**config.mk**
```make
export PLATFORM = sky130hd
export DESIGN_NAME = cgra_out_collector
export DESIGN_NICKNAME = d
export VERILOG_FILES = /design/src/rtl/cgra_pkg.sv /design/src/rtl/cgra_sync_fifo.sv /design/src/rtl/cgra_out_collector.sv
export SDC_FILE = /design/constraint.sdc
export NUM_CORES = 1
export LEC_CHECK = 0
export ABC_AREA = 1
export BUFFER_PORTS_ARGS = -buffer_cell sky130_fd_sc_hd__buf_4
export CAP_MARGIN = 20
export CORE_ASPECT_RATIO = 1.1
export CORE_MARGIN = 2
export CORE_UTILIZATION = 45
export CTS_CLUSTER_DIAMETER = 200
export CTS_CLUSTER_SIZE = 20
export DETAILED_ROUTE_END_ITERATION = 7
export PLACE_DENSITY = 0.66
export SETUP_SLACK_MARGIN = 0.15
export SYNTH_ARGS = -nofsm -noshare
export SYNTH_HDL_FRONTEND = slang
export SYNTH_SLANG_ARGS = --single-unit
export TNS_END_PERCENT = 50
```
**constraint.sdc**
```tcl
create_clock -name clk -period 3.1 [get_ports clk]
set_clock_uncertainty 0.1 [all_clocks]
set_input_delay 0.31 -clock clk [delete_from_list [all_inputs] [get_ports clk]]
set_output_delay 0.31 -clock clk [all_outputs]
set_load 0.02 [all_outputs]
```
**src/rtl/cgra_pkg.sv**
```systemverilog
// cgra_pkg: shared widths, FIFO entry layout and collector FSM states
package cgra_pkg;
    localparam int CGRA_DW    = 16;
    localparam int CGRA_NLANE = 4;
    localparam int LANE_W     = 2;

    typedef struct packed {
        logic [LANE_W-1:0]  lane;
        logic [CGRA_DW-1:0] data;
    } fifo_entry_t;

    typedef enum logic [1:0] {IDLE, SAMPLE, SERIAL, DRAIN} state_t;
endpackage

```
**src/rtl/cgra_sync_fifo.sv**
```systemverilog
// cgra_sync_fifo: show-ahead synchronous FIFO with full/empty from extra-MSB pointers
//   clk, rst   clock, synchronous active-high reset
//   push/wdata write request (ignored when full)
//   pop        read request (ignored when empty)
//   rdata      head entry, zero while empty
//   full/empty occupancy flags derived from the registered pointers
module cgra_sync_fifo #(
    parameter int DEPTH = 16,
    parameter int W     = 18
) (
    input  logic         clk,
    input  logic         rst,
    input  logic         push,
    input  logic [W-1:0] wdata,
    input  logic         pop,
    output logic [W-1:0] rdata,
    output logic         full,
    output logic         empty
);
    localparam int AW = $clog2(DEPTH);

    logic [W-1:0] mem [DEPTH];
    logic [AW:0]  wr_ptr, rd_ptr;
    logic         do_push, do_pop;

    assign empty   = wr_ptr == rd_ptr;
    assign full    = (wr_ptr[AW] != rd_ptr[AW]) && (wr_ptr[AW-1:0] == rd_ptr[AW-1:0]);
    // A pop in the same cycle never frees room for a push: full gates push on its own.
    assign do_push = push && !full;
    assign do_pop  = pop && !empty;
    assign rdata   = empty ? '0 : mem[rd_ptr[AW-1:0]];

    always_ff @(posedge clk) begin
        if (rst) begin
            wr_ptr <= '0;
            rd_ptr <= '0;
        end else begin
            if (do_push) wr_ptr <= wr_ptr + (AW+1)'(1);
            if (do_pop)  rd_ptr <= rd_ptr + (AW+1)'(1);
        end
    end

    always_ff @(posedge clk) begin
        if (do_push) mem[wr_ptr[AW-1:0]] <= wdata;
    end
endmodule

```
**src/rtl/cgra_out_collector.sv**
```systemverilog
// cgra_out_collector: snapshots CGRA result lanes and streams enabled lanes out through a FIFO
//   clk, rst              clock, synchronous active-high reset
//   start                 command strobe, honoured only when idle
//   sample_num, lane_mask snapshot count and lane enables, latched on accepted start
//   data_in0..3           array result lanes
//   out_data, out_lane    FIFO head word and its lane index
//   out_valid, out_ready  output handshake
//   busy                  command in progress
//   done                  one-cycle completion pulse
module cgra_out_collector
    import cgra_pkg::*;
#(
    parameter int DW    = CGRA_DW,
    parameter int NLANE = CGRA_NLANE,
    parameter int DEPTH = 16,
    parameter int CNT_W = 8
) (
    input  logic             clk,
    input  logic             rst,
    input  logic             start,
    input  logic [CNT_W-1:0] sample_num,
    input  logic [NLANE-1:0] lane_mask,
    input  logic [DW-1:0]    data_in0,
    input  logic [DW-1:0]    data_in1,
    input  logic [DW-1:0]    data_in2,
    input  logic [DW-1:0]    data_in3,
    output logic [DW-1:0]    out_data,
    output logic [LANE_W-1:0] out_lane,
    output logic             out_valid,
    input  logic             out_ready,
    output logic             busy,
    output logic             done
);
    state_t              state, state_n;
    logic [CNT_W-1:0]    remaining, remaining_n;
    logic [NLANE-1:0]    mask, mask_n;
    logic [LANE_W-1:0]   lane_idx, lane_idx_n;
    logic [DW-1:0]       snap [NLANE];
    logic                done_n, snap_en, push, full, empty, lane_en;
    logic [LANE_W+DW-1:0] head;

    assign lane_en   = mask[lane_idx];
    assign busy      = state != IDLE;
    assign out_valid = !empty;
    assign out_lane  = head[LANE_W+DW-1:DW];
    assign out_data  = head[DW-1:0];

    always_comb begin
        state_n     = state;
        remaining_n = remaining;
        mask_n      = mask;
        lane_idx_n  = lane_idx;
        done_n      = 1'b0;
        snap_en     = 1'b0;
        push        = 1'b0;
        case (state)
            IDLE: begin
                if (start) begin
                    remaining_n = sample_num;
                    mask_n      = lane_mask;
                    // Empty commands complete immediately without ever going busy.
                    if (sample_num == '0 || lane_mask == '0) done_n = 1'b1;
                    else state_n = SAMPLE;
                end
            end
            SAMPLE: begin
                snap_en     = 1'b1;
                remaining_n = remaining - CNT_W'(1);
                lane_idx_n  = '0;
                state_n     = SERIAL;
            end
            SERIAL: begin
                push = lane_en && !full;
                // Masked lanes still cost a cycle, keeping the sample period fixed at 5.
                if (!lane_en || !full) begin
                    lane_idx_n = lane_idx + LANE_W'(1);
                    if (lane_idx == LANE_W'(NLANE-1)) state_n = (remaining != '0) ? SAMPLE : DRAIN;
                end
            end
            DRAIN: begin
                if (empty) begin
                    done_n  = 1'b1;
                    state_n = IDLE;
                end
            end
            default: state_n = IDLE;
        endcase
    end

    always_ff @(posedge clk) begin
        if (rst) begin
            state     <= IDLE;
            remaining <= '0;
            mask      <= '0;
            lane_idx  <= '0;
            done      <= 1'b0;
            for (int i = 0; i < NLANE; i++) snap[i] <= '0;
        end else begin
            state     <= state_n;
            remaining <= remaining_n;
            mask      <= mask_n;
            lane_idx  <= lane_idx_n;
            done      <= done_n;
            if (snap_en) begin
                snap[0] <= data_in0;
                snap[1] <= data_in1;
                snap[2] <= data_in2;
                snap[3] <= data_in3;
            end
        end
    end

    cgra_sync_fifo #(
        .DEPTH(DEPTH),
        .W    (LANE_W + DW)
    ) u_fifo (
        .clk  (clk),
        .rst  (rst),
        .push (push),
        .wdata({lane_idx, snap[lane_idx]}),
        .pop  (out_valid && out_ready),
        .rdata(head),
        .full (full),
        .empty(empty)
    );
endmodule
```
==> summary.md, run 1 <==
| Metric | Value |
|---|---|
| GP Congestion | 0.796 |
| WS Path Type | reg2out |
| Util after Layout | 53.8% |
| Required @ worst endpoint | 2.69 ns |
| CTS tree | done |
| Simple-gate share of the synthesized area | 9.13% |
| Worst skew pair latency | 0.54 ns |
| DP Area | 18100 um2 |
| Synth Cell Area | 16500 um2 |
| Reg2reg start | lane_idx[1] |
| Final min period | 2.93 ns |
| Crit-path max FO | 13 |
| First-pass GRT wire length | 59000 um |
| GR Overflow Total | 0 |
| CTS sink count | 385 |
| Top routing layer in use | met4 |
| Max_slew headroom | 36.1% |
| Clock slew at reported path FFs | 0.09 ns |
| Final wirelength | 37700 um |
| Dpl ws | 0.486 ns |
| HP Class | in2reg |
| Ant diodes | 0 |
| Max-slew violations | 0 |
| DIE AREA | 38200 um2 |
| Post-route setup slack | 0.168 ns |
| Avg Cell Area, Syn | 11.1 um2 |
| Num CTS Buffers | 23 |
| Initial drt markers | 919 |
| Synth Area in Adders | 0.910% |
| Met1 WL | 16000 um |
| Non-Filler Instances | 2163 |
| Vias in the first global route | 11200 |
| Fmax achieved | 341 MHz |
| P&R area growth vs syn | 17.9% |
| Number of synthesized flops with an enable pin | 352 |
| Number of max-cap violations | 0 |
| Crit path DAT | 2.52 ns |
| Post-DR vias/cell | 5.20 |
| Cell Pwr Density | 722 nW/um2 |
| Synth Area in Compound Gates | 13.4% |
| Synth Flop Type | edfxtp_1 |
| Core Area | 36200 um2 |
| Drt pass-1 iters | 7 |
| Pleak | 7.51 nW |
| Max rail drop VDD | 696 uV |
| Root buf cell | clkbuf_16 |
| Least-Margin Pin Slew | 0.958 ns |
| Synth top cells by count | edfxtp_1 (352), inv_1 (248), o21ai_0 (144), nand2_1 (137), nor2_1 (137) |
| Nets@finish | 1752 |
| Placed Cells | 2054 |
| Seq/Total Area, Yosys | 68.1% |
| Post-synth top area share | 64.1% |
| Synth Net Count | 1575 |
| Mux cell area share after synthesis | 0% |
| IO Pins | 101 |
| Vias | 11300 |
| Setup tns final | 0 ns |
| DP Wirelength | 22300 um |
| Largest family of logic cells by synthesized area | compound AO/OA/AOI/OAI gates |
| Aggregate global-route resource usage | 19.7% |
| H-tree Lvls | 1 |
| # DRC | 0 |
| Outcome | finished, final reports clean |
| Reg2reg setup slack | 0.67 ns |
| CP startpoint kind | register |
| Netlist cell types | 36 |
| Die height | 205 um |
| Yosys warnings | 0 |
| Share of the clock period used by the worst path after layout | 94.6% |
| Synth top area cells | edfxtp_1 (64%), inv_1 (5.6%), o21ai_0 (4.4%), dfxtp_1 (4.0%), a21oi_1 (3.9%) |
| Worst Setup End Kind | output pin |
| Post-route ant nets | 0 |
| Most common cell in the netlist | edfxtp_1 |
| RSZ-0062 raised after global routing | yes |
| Final Cell Area | 19400 um2 |
| Initial antenna violation count | 0 |
| Xor/xnor share of the synthesized area | 0.152% |
| Number of synthesized register bits | 385 |
| Hold Violations, Final | 0 |
| Reg2Reg Depth | 9 |
| Mapped Cells | 1483 |
| Detail Route met3 WL | 2100 um |
| Worst setup endpoint | out_data[3] |
| Initial Utilization | 45.6% |
| Post-synth top area cell | edfxtp_1 |
| Ratio of cells with drive above 1 in the final layout | 14.3% |
| Met2 WL | 18800 um |
| R2R Path End | u_fifo.mem[3][15] |
| Final setup viols | 0 |
| Die W | 187 um |
| # rows | 73 |
| Max Buffers Root-to-Sink | 3 |
| Largest net degree at the start of global routing | 67 |
| Post-synth ARST share | 0% |
| PortBufs | 100 |
| Drt wl/cell | 17.4 um |
## metrics by stage
step	hold WS [ns]	total power, mW
floorplan	0.288	9.60
global placement	0.375	10.8
detailed placement	0.380	10.9
CTS	0.00110	14.1
global route	0.00113	14.8
finish	0.0182	14.0
## what timing repair did
item / in CTS / in global routing
hold buffers: 64 / 0
setup buffers: 3 / 1
setup endpoints to repair: 18 / 8
resized for setup: 1 / 3
hold endpoints to repair: 73 / 0
## kinds of logic after synthesis
logic type      count (synthesis)
simple gates                  360
xor+xnor                        2
compound gates                388
fa+ha+maj                      12
buf+inv                       336
flops                         385
## per-layer routing
| metal | GRT usage (%) | up-vias |
|---|---|---|
| li1 | - | 5432 |
| met1 | 25.8 | 5428 |
| met2 | 35.1 | 344 |
| met3 | 1.97 | 54 |
| met4 | 5.16 | 0 |
| met5 | 0 | - |
## power by group
group	switching, mW	internal, mW	total, mW
Sequential	0.213	6.62	6.83
Clock	1.61	1.42	3.03
Combinational	2.72	1.45	4.17
Total	4.54	9.49	14.0
## cell type report
| type | count | area, um2 |
|---|---|---|
| inverter | 259 | 976 |
| clock buffer | 40 | 639 |
| sequential | 385 | 11200 |
| timing repair buffer | 229 | 2020 |
| fill | 3108 | 16700 |
| multi-input combinational | 762 | 3940 |
| clock inverter | 1 | 16.3 |
| tap | 487 | 609 |
## worst min-delay path by stage
stage                startpoint            to  slack [ns]  cells past startpoint
global placement        mask[3]       mask[3]        0.38                      2
global route        data_in3[4]    snap[3][4]       0.001                      3
finish              data_in3[8]    snap[3][8]        0.02                      3
detailed placement      mask[2]       mask[2]        0.38                      2
floorplan                   rst  remaining[1]        0.29                      1
CTS                 data_in3[4]    snap[3][4]       0.001                      3
## registers in the layout, indices dropped and copies added (netlist names), named ones only
name           flops
remaining          8
done               1
mask               4
snap              64
state              2
u_fifo.rd_ptr      5
lane_idx           2
u_fifo.wr_ptr      5
u_fifo.mem       288
## cells in the final DEF, fill, tap and decap left out, types with 55 or more instances in the layout
| cell | count |
|---|---|
| edfxtp_1 | 352 |
| inv_1 | 248 |
| buf_4 | 152 |
| o21ai_0 | 144 |
| nand2_1 | 135 |
| a21oi_1 | 130 |
| nor2_1 | 122 |
| nand3_1 | 70 |
| dlygate4sd3_1 | 64 |
| o211ai_1 | 55 |
## critical path, stage by stage, from the launching register on
cell      delay, ns
dfxtp_1        0.37
clkinv_1       0.33
buf_12         0.28
nand3_1        0.08
a21oi_1        0.07
a211oi_1       0.57
buf_4          0.26
Note: power is estimated with default switching activity, not from simulation.
==> run 2, diff against run 1 <==
--- a/config.mk
+++ b/config.mk
@@ -9,11 +9,11 @@
 export BUFFER_PORTS_ARGS = -buffer_cell sky130_fd_sc_hd__buf_4
 export CAP_MARGIN = 20
 export CORE_ASPECT_RATIO = 1.1
-export CORE_MARGIN = 2
 export CORE_UTILIZATION = 45
 export CTS_CLUSTER_DIAMETER = 200
 export CTS_CLUSTER_SIZE = 20
 export DETAILED_ROUTE_END_ITERATION = 7
+export GPL_TIMING_DRIVEN = 0
 export PLACE_DENSITY = 0.66
 export SETUP_SLACK_MARGIN = 0.15
 export SYNTH_ARGS = -nofsm -noshare
==> run 2 against run 1 <==
Setup slack improved by 0.00070 ns. Critical path depth rose by 2. Sequential share of layout area fell by 0.36 points. Sequential cell count did not move. Global-route usage rose by 3.0 points. First-iteration DRC count rose by 12%. Die area fell by 2.0%. Largest cell class unchanged. Combinational power rose by 11%. Sequential power fell by 0.6%. Total power rose by 3.2%. Critical endpoint is now out_data[4]. Register-to-register slack got worse by 0.25 ns.
==> summary.md, run 2 (same netlist as run 1, synthesis figures left out) <==
| Metric | Value |
|---|---|
| IO Pins | 101 (unchanged) |
| Max-slew violations | 0 (unchanged) |
| Final wirelength | 41700 um (+11%) |
| Pleak | 7.56 nW (+0.67%) |
| Reg2reg setup slack | 0.42 ns (-0.25 ns) |
| Die W | 185 um (-1.1%) |
| Fmax achieved | 341 MHz (about the same) |
| Share of the clock period used by the worst path after layout | 94.6% (about the same) |
| Clock Power Share | 21.2% (-0.4 points) |
| Sw Pwr | 4.96 mW (+9.1%) |
| Commonest non-fill, non-tap cell in the layout | edfxtp_1 |
| Logic gate share of total power | 31.9% (+2.2 points) |
| Worst Hold Launch | data_in3[1] |
| Largest net degree at the start of global routing | 39 (-42%) |
| Initial antenna violation count | 0 (unchanged) |
| CTS sink count | 385 (unchanged) |
| DP Wirelength | 29500 um (+32%) |
| Post-route ant nets | 0 (unchanged) |
| Most frequent cells in the layout | edfxtp_1 (352), inv_1 (248), o21ai_0 (143) |
| Nets@finish | 1782 (+1.7%) |
| Post-CTS setup buffers | 0 (-3) |
| Num CTS Buffers | 23 (unchanged) |
| Worst skew pair latency | 0.55 ns (about the same) |
| CP startpoint kind | register |
| RSZ-0062 raised after global routing | yes |
| Reg2reg start | lane_idx[0] |
| Util after Layout | 54.2% (+0.45 points) |
| Clock slew at reported path FFs | 0.08 ns (about the same) |
| Number of max-cap violations | 0 (unchanged) |
| Max Buffers Root-to-Sink | 3 (unchanged) |
| Post-route setup slack | 0.169 ns (+0.000704 ns) |
| First-pass GRT wire length | 64300 um (+9.0%) |
| Final min period | 2.93 ns (-0.000704 ns) |
| HP Class | in2reg |
| # DRC | 0 (unchanged) |
| Post-DR vias/cell | 5.33 (+2.3%) |
| Max rail drop VDD | 473 uV (-32%) |
| Least-Margin Pin Slew | 0.935 ns (-0.0230 ns) |
| Die height | 203 um (-0.98%) |
| WHS | 0.0128 ns (-0.00541 ns) |
| Vias in the first global route | 11800 (+5.1%) |
| Internal Power | 9.52 mW (+0.32%) |
| Reg area | 11200 um2 (about the same) |
| Max reg flops | 288 (unchanged) |
| Root buf cell | clkbuf_16 |
| Final setup viols | 0 (unchanged) |
| CTS tree | done |
| Cell Pwr Density | 740 nW/um2 (+2.6%) |
| Sequential share of power | 46.9% (-1.8 points) |
| Worst Setup End Kind | output pin |
| # rows | 73 (unchanged) |
| Ratio of cells with drive above 1 in the final layout | 15.1% (+0.80 points) |
| Required @ worst endpoint | 2.69 ns (about the same) |
| GR Overflow Total | 0 (unchanged) |
| Drt pass-1 iters | 5 (-2) |
| Hold Violations, Final | 0 (unchanged) |
| Net Sw Frac | 34.3% (+1.9 points) |
| Ant diodes | 0 (unchanged) |
| Crit-path max FO | 10 (-3) |
| H-tree Lvls | 1 (unchanged) |
| Area of the multi-input gates | 4000 um2 (+1.5%) |
| Initial drt markers | 1032 (+12%) |
| Total power | 14.5 mW (+3.2%) |
| Fillers | 3027 (-2.6%) |
| Initial Utilization | 45.7% (+0.12 points) |
| Aggregate global-route resource usage | 22.7% (+3.0 points) |
| Vias | 11700 (+3.8%) |
| WS Path Type | reg2out |
| Dpl ws | 0.0657 ns (-0.420 ns) |
| Outcome | finished, final reports clean |
| Max_slew headroom | 37.5% (+1.4 points) |
| DIE AREA | 37400 um2 (-2.0%) |
| Crit path DAT | 2.52 ns (about the same) |
| P&R area growth vs syn | 18.6% |
| PortBufs | 100 (unchanged) |
| GP Congestion | 0.852 (+7.0%) |
| Drt wl/cell | 19.0 um (+9.2%) |
| Core Area | 36100 um2 (-0.25%) |
[run 2: cell count changes in the layout (fill, tap and decap cells not counted), sizes merged]
cell / previous run / this run
dlygate4sd3: 64 / 52
buf: 165 / 170
inv: 257 / 258
clkbuf: 40 / 76
[run 2: final timing paths]
path,end,cells past startpoint
worst max-delay path,out_data[4],8
worst max register to register,u_fifo.mem[13][8],9
worst min register to register,remaining[4],2
worst min-delay path,snap[3][1],3
[run 2: per-stage QoR]
stage	TNS, ns	instance area, um2	std cells
final	0	19600	2193
after global placement	-143.94	17900	2070
after CTS	0	19500	2193
after floorplan	0	16500	1483
after detailed placement	0	18300	2100
after global routing	0	19600	2193
[run 2: metal layers]
layer / part of all wire [%] / track usage, % / vias to the layer above
met5: 0 / 0 / -
met4: 5.2 / 11.4 / 0
met3: 5.4 / 1.87 / 95
met2: 50 / 38.2 / 394
met1: 40 / 29.4 / 5696
li1: - / - / 5497
[run 2: what timing repair did]
| action | CTS | global route |
|---|---|---|
| setup endpoints to repair | 42 | 96 |
| endpoints found under the hold margin | 54 | 0 |
| hold buffers | 52 | 0 |
| gates resized for setup | 14 | 19 |
| pin swaps | 0 | 2 |
[run 2: power by group through the flow]
stage	Clock, mW	Sequential [mW]	Combinational (mW)
floorplan	0	6.87	2.73
global placement	0	6.94	4.17
detailed placement	0	6.91	4.45
CTS	3.11	6.79	4.55
global route	3.29	6.83	5.02
finish	3.07	6.79	4.61
[run 2: layout make-up]
class                   instances  area share, %
well taps                     487           3.12
clock inverters                 2          0.128
repair buffers                182           8.48
inverters                     259           4.99
plain buffers                  77           2.14
clock buffers                  39           3.25
multi-input cells             762           20.4
flip-flops and latches        385           57.4
[run 2: worst max-delay path: stages, from the launching register on]
cell and delay (ns):
dfxtp_1 0.32, buf_4 0.18, buf_4 0.22, buf_4 0.23
o211ai_1 0.14, nand3_2 0.16, o21ai_1 0.13, a211oi_2 0.37
buf_4 0.22
